$ cat config.mk
export PLATFORM = sky130hd
export DESIGN_NAME = serial_addsub
export DESIGN_NICKNAME = d
export VERILOG_FILES = /design/src/rtl/serial_addsub.sv
export SDC_FILE = /design/constraint.sdc
export NUM_CORES = 1
export LEC_CHECK = 0
export ABC_AREA = 0
export ABC_CLOCK_PERIOD_IN_PS = 4810
export CORE_MARGIN = 3
export CORE_UTILIZATION = 40
export CTS_BUF_LIST = sky130_fd_sc_hd__clkbuf_8
export CTS_CLUSTER_DIAMETER = 80
export DETAILED_ROUTE_END_ITERATION = 12
export GPL_TIMING_DRIVEN = 0
export SLEW_MARGIN = 30
export SYNTH_ARGS = -nofsm -noshare
export SYNTH_HDL_FRONTEND = slang
export SYNTH_SLANG_ARGS = --single-unit
$ cat constraint.sdc
create_clock -name clk -period 4.81 [get_ports clk]
set_input_delay 0.962 -clock clk [delete_from_list [all_inputs] [get_ports clk]]
set_output_delay 0.962 -clock clk [all_outputs]
set_load 0.02 [all_outputs]
$ cat src/rtl/serial_addsub.sv
// Multi-cycle adder/subtractor: DIGIT bits per clock, LSB first, through one ripple slice
// and a registered carry. The start/done handshake frames each operation.
module serial_addsub #(
   parameter int WIDTH = 8,
   parameter int DIGIT = 1
) (
   input  logic             clk,
   input  logic             rst_n,
   input  logic             start,
   input  logic             mode,
   input  logic             cin,
   input  logic [WIDTH-1:0] a,
   input  logic [WIDTH-1:0] b,
   output logic             ready,
   output logic             busy,
   output logic             done,
   output logic [WIDTH-1:0] result,
   output logic             cout,
   output logic             ovf
);

   // state  | meaning
   // S_IDLE | waiting for start; ready=1
   // S_RUN  | one digit per clock through the ripple slice; busy=1
   // S_DONE | result/cout/ovf valid; done pulses for one cycle

   localparam int STEPS = WIDTH / DIGIT;
   localparam int CW    = (STEPS > 1) ? $clog2(STEPS) : 1;
   localparam logic [CW-1:0] LAST = CW'(STEPS - 1);

   typedef enum logic [1:0] {S_IDLE, S_RUN, S_DONE} state_t;

   state_t            state, state_nxt;
   logic [WIDTH-1:0]  a_reg, b_reg;
   logic              carry, mode_reg;
   logic [CW-1:0]     cnt;
   logic [DIGIT-1:0]  a_dig, b_dig, s_dig;
   logic [DIGIT:0]    chain;
   logic              accept, last;

   always_ff @(posedge clk or negedge rst_n) begin
      if (!rst_n) state <= S_IDLE;
      else        state <= state_nxt;
   end

   assign last = (cnt == LAST);

   always_comb begin
      state_nxt = state;
      ready     = 1'b0;
      busy      = 1'b0;
      done      = 1'b0;
      accept    = 1'b0;
      case (state)
         S_IDLE: begin
            ready = 1'b1;
            if (start) begin
               accept    = 1'b1;
               state_nxt = S_RUN;
            end
         end
         S_RUN: begin
            busy = 1'b1;
            if (last) state_nxt = S_DONE;
         end
         S_DONE: begin
            done      = 1'b1;
            state_nxt = S_IDLE;
         end
         default: state_nxt = S_IDLE;
      endcase
   end

   // One DIGIT-wide ripple slice; chain[DIGIT-1] is the carry into the digit's top bit,
   // which on the last digit is the carry into the operand MSB.
   always_comb begin
      a_dig = a_reg[int'(cnt)*DIGIT +: DIGIT];
      b_dig = b_reg[int'(cnt)*DIGIT +: DIGIT];
      s_dig = '0;
      chain = '0;
      chain[0] = carry;
      for (int j = 0; j < DIGIT; j++) begin
         s_dig[j]   = a_dig[j] ^ b_dig[j] ^ chain[j];
         chain[j+1] = (a_dig[j] & b_dig[j]) | (chain[j] & (a_dig[j] ^ b_dig[j]));
      end
   end

   // Subtraction is A + ~B + ~cin, so the raw carry-out is the inverse of the borrow.
   always_ff @(posedge clk or negedge rst_n) begin
      if (!rst_n) begin
         a_reg    <= '0;
         b_reg    <= '0;
         carry    <= 1'b0;
         mode_reg <= 1'b0;
         cnt      <= '0;
         result   <= '0;
         cout     <= 1'b0;
         ovf      <= 1'b0;
      end else if (accept) begin
         a_reg    <= a;
         b_reg    <= mode ? ~b : b;
         carry    <= mode ? ~cin : cin;
         mode_reg <= mode;
         cnt      <= '0;
      end else if (state == S_RUN) begin
         result[int'(cnt)*DIGIT +: DIGIT] <= s_dig;
         carry <= chain[DIGIT];
         cnt   <= cnt + 1'b1;
         if (last) begin
            cout <= mode_reg ^ chain[DIGIT];
            ovf  <= chain[DIGIT] ^ chain[DIGIT-1];
         end
      end
   end

endmodule
==> impl_metrics.ini <==
[flow_run]
maxCapViolCount = 0

[cts]
clockBufferDepth = 2
clock_sinks = 33
cts_buffers = 5
post-cts-setup-buffers = 0
path_clk_slew_ns = 0.06
cts-root-buf = clkbuf_8
cts_max_level = 2
cts_tree = yes
clock_latency_ns = 0.28
cts_resized = 0
cts_hold_buf = 0

[sta]
period_minus_slack_ns = 2.75
slew_headroom_pct = 70.4
tns_ns = 0
fin_crit_sh_pct = 57.1
finalSetupViolCount = 0
finalHoldViolCount = 0
fin_skew_ns = 0.00448
fmax_ghz = 0.364
worstMarginPinSlew_ns = 0.443
rsz0062_at_grt = no
drv_slew = 0

[final_layout]
fin_area_sq_um = 2180
layout_common_cells = nand2_1 (40), dfrtp_1 (33), clkdlybuf4s50_1 (31)
syn_to_final_growth_pct = 28.6
drive_above_1_share_pct = 13.5
final_common_cell = nand2_1
fin_nets = 225
stdcell_count = 250
diodes = 0

[power]
combPwrFrac_pct = 54.2
p_seq_share_pct = 33.0
powerDensity_nw_per_um2 = 673
intPower_mw = 0.872
swShare_pct = 40.7
switching_power_mw = 0.598
clkPwrFrac_pct = 12.8
leakage_nw = 1.01
irDropWorstVdd_uv = 245

[detailed_routing]
drt_iter0_drc = 52
wl_per_cell_microns = 13.6
avgViaCountPerCell = 4.98
drtAntennaViolNets = 0
drt_wl_total_mm = 3.41
drcViolationCount = 0
first_pass_iters = 4
num_vias = 1244

[worst_setup_path]
arrival_ns = 1.79
worst_setup_path_start_kind = flip-flop
cp-startpoint = state[0]
r2r_cells = 7
critPathCaptureType = output pin
rrSetupSlack_ns = 2.30
crit_path_end = busy
path_class = reg -> out
crit_required_ns = 3.85
path_max_fanout = 8
r2r-end = result[2]
reg2reg_from = cnt[0]

[grt]
grt_max_degree = 24
grt_overflow = 0
grt_pass1_wl_mm = 5.89
grt_pass1_vias = 1269
antenna_found_initial = 0
grt_usage_pct = 14.9

[die]
start_util_pct = 41.8
die_area_sq_um = 5060
num_rows = 23
die_w_microns = 71.2
core-area_sq_um = 4060
pin_count = 34
die_y_microns = 71.2

[place]
dp.cells = 242
place.gp.congestion = 0.807
hpwl_mm = 2.61
port_buffers = 32
placed_area_sq_um = 2100

[logic_synthesis]
ys_types = 33
synth_cells = 159
synth_area_leader_cell = dfrtp_1
netlist.area_leader.share_pct = 48.6
syn-cell-area_sq_um = 1700
synth_area_leaders = dfrtp_1 (49%), nand2_1 (8.8%), xnor2_1 (4.1%), mux2i_1 (3.5%), mux4_1 (3.1%)
ys_warn_count = 0
synth_seq_area_share_pct = 48.6
ys_ff_latch = 33
synth.avg_cell_area_sq_um = 10.7
synth_nets = 185

[worst_hold_path]
hold_class = reg -> reg

[run_status]
status = finished clean
-- logic make-up (layout without fill, tap and decap cells) --
kind of cell    Yosys count  after routing  share of synthesized area [%]
buf+inv                  17             58                           4.64
xor+xnor                 11             11                           5.67
fa+ha+maj                 5              5                           4.13
simple gates             62             62                           19.3
compound gates           17             17                           5.67
flops                    33             33                           48.6
mux                      14             14                           11.9
-- synthesized netlist by cell type (all sizes together) --
cell     n
nand2   40
dfrtp   33
o21ai   13
inv     10
xnor2    8
buf      7
mux2i    6
ha       4
mux2     4
mux4     4
nor2     4
nand3b   3
o31ai    3
xor2     3
and4bb   2
nor4     2
and2b    1
and3     1
fa       1
nand2b   1
nand3    1
nand4    1
nor2b    1
nor3b    1
nor4b    1
o41ai    1
or2b     1
or3b     1
or4b     1
-- critical path, cell delays in order (launching register included) --
cell and delay [ns]:
dfrtp_1 0.46, or2b_4 0.34, inv_2 0.10, clkdlybuf4s50_1 0.61
-- stage by stage --
step	hold slack [ns]	util [%]	power, mW	setup WS, ns
2_1_floorplan	0.437	-	1.03	2.55
4_1_cts	0.477	53.8	1.49	2.05
5_1_grt	0.497	53.8	1.59	2.00
6_report	0.476	53.8	1.47	2.06
3_3_place_gp	0.451	51.3	1.26	2.12
3_5_place_dp	0.462	51.8	1.30	2.27
-- how the worst min path moves through the flow --
stage	start	to	slack, ns	depth (start not counted)
6_report	a_reg[6]	a_reg[6]	0.48	2
3_3_place_gp	a_reg[4]	a_reg[4]	0.45	2
4_1_cts	a_reg[6]	a_reg[6]	0.48	2
5_1_grt	a_reg[6]	a_reg[6]	0.50	2
2_1_floorplan	a_reg[1]	a_reg[1]	0.44	2
3_5_place_dp	a_reg[6]	a_reg[6]	0.46	2
-- power by group through the flow --
stage	logic [mW]	clock network [mW]	registers [mW]
6_report	0.796	0.188	0.485
5_1_grt	0.883	0.207	0.503
4_1_cts	0.811	0.195	0.487
3_5_place_dp	0.805	0	0.491
3_3_place_gp	0.775	0	0.487
2_1_floorplan	0.513	0	0.516
-- layer usage --
metal,global-route usage (%),up-vias,part of all wire (%)
li1,-,616,-
met1,20.0,584,46
met2,22.8,37,46
met3,4.69,7,5.9
met4,5.43,0,1.4
met5,0,-,0
-- layout make-up --
cell class              count  area (sq um)
plain buffers               7          41.3
clock buffers               5          68.8
clock inverters             3          11.3
fillers                   367          1870
inverters                  10          37.5
multi-input cells         109           793
flip-flops and latches     33           826
well taps                  50          62.6
repair buffers             33           343
No activity file was read; power rests on OpenSTA's default activity.
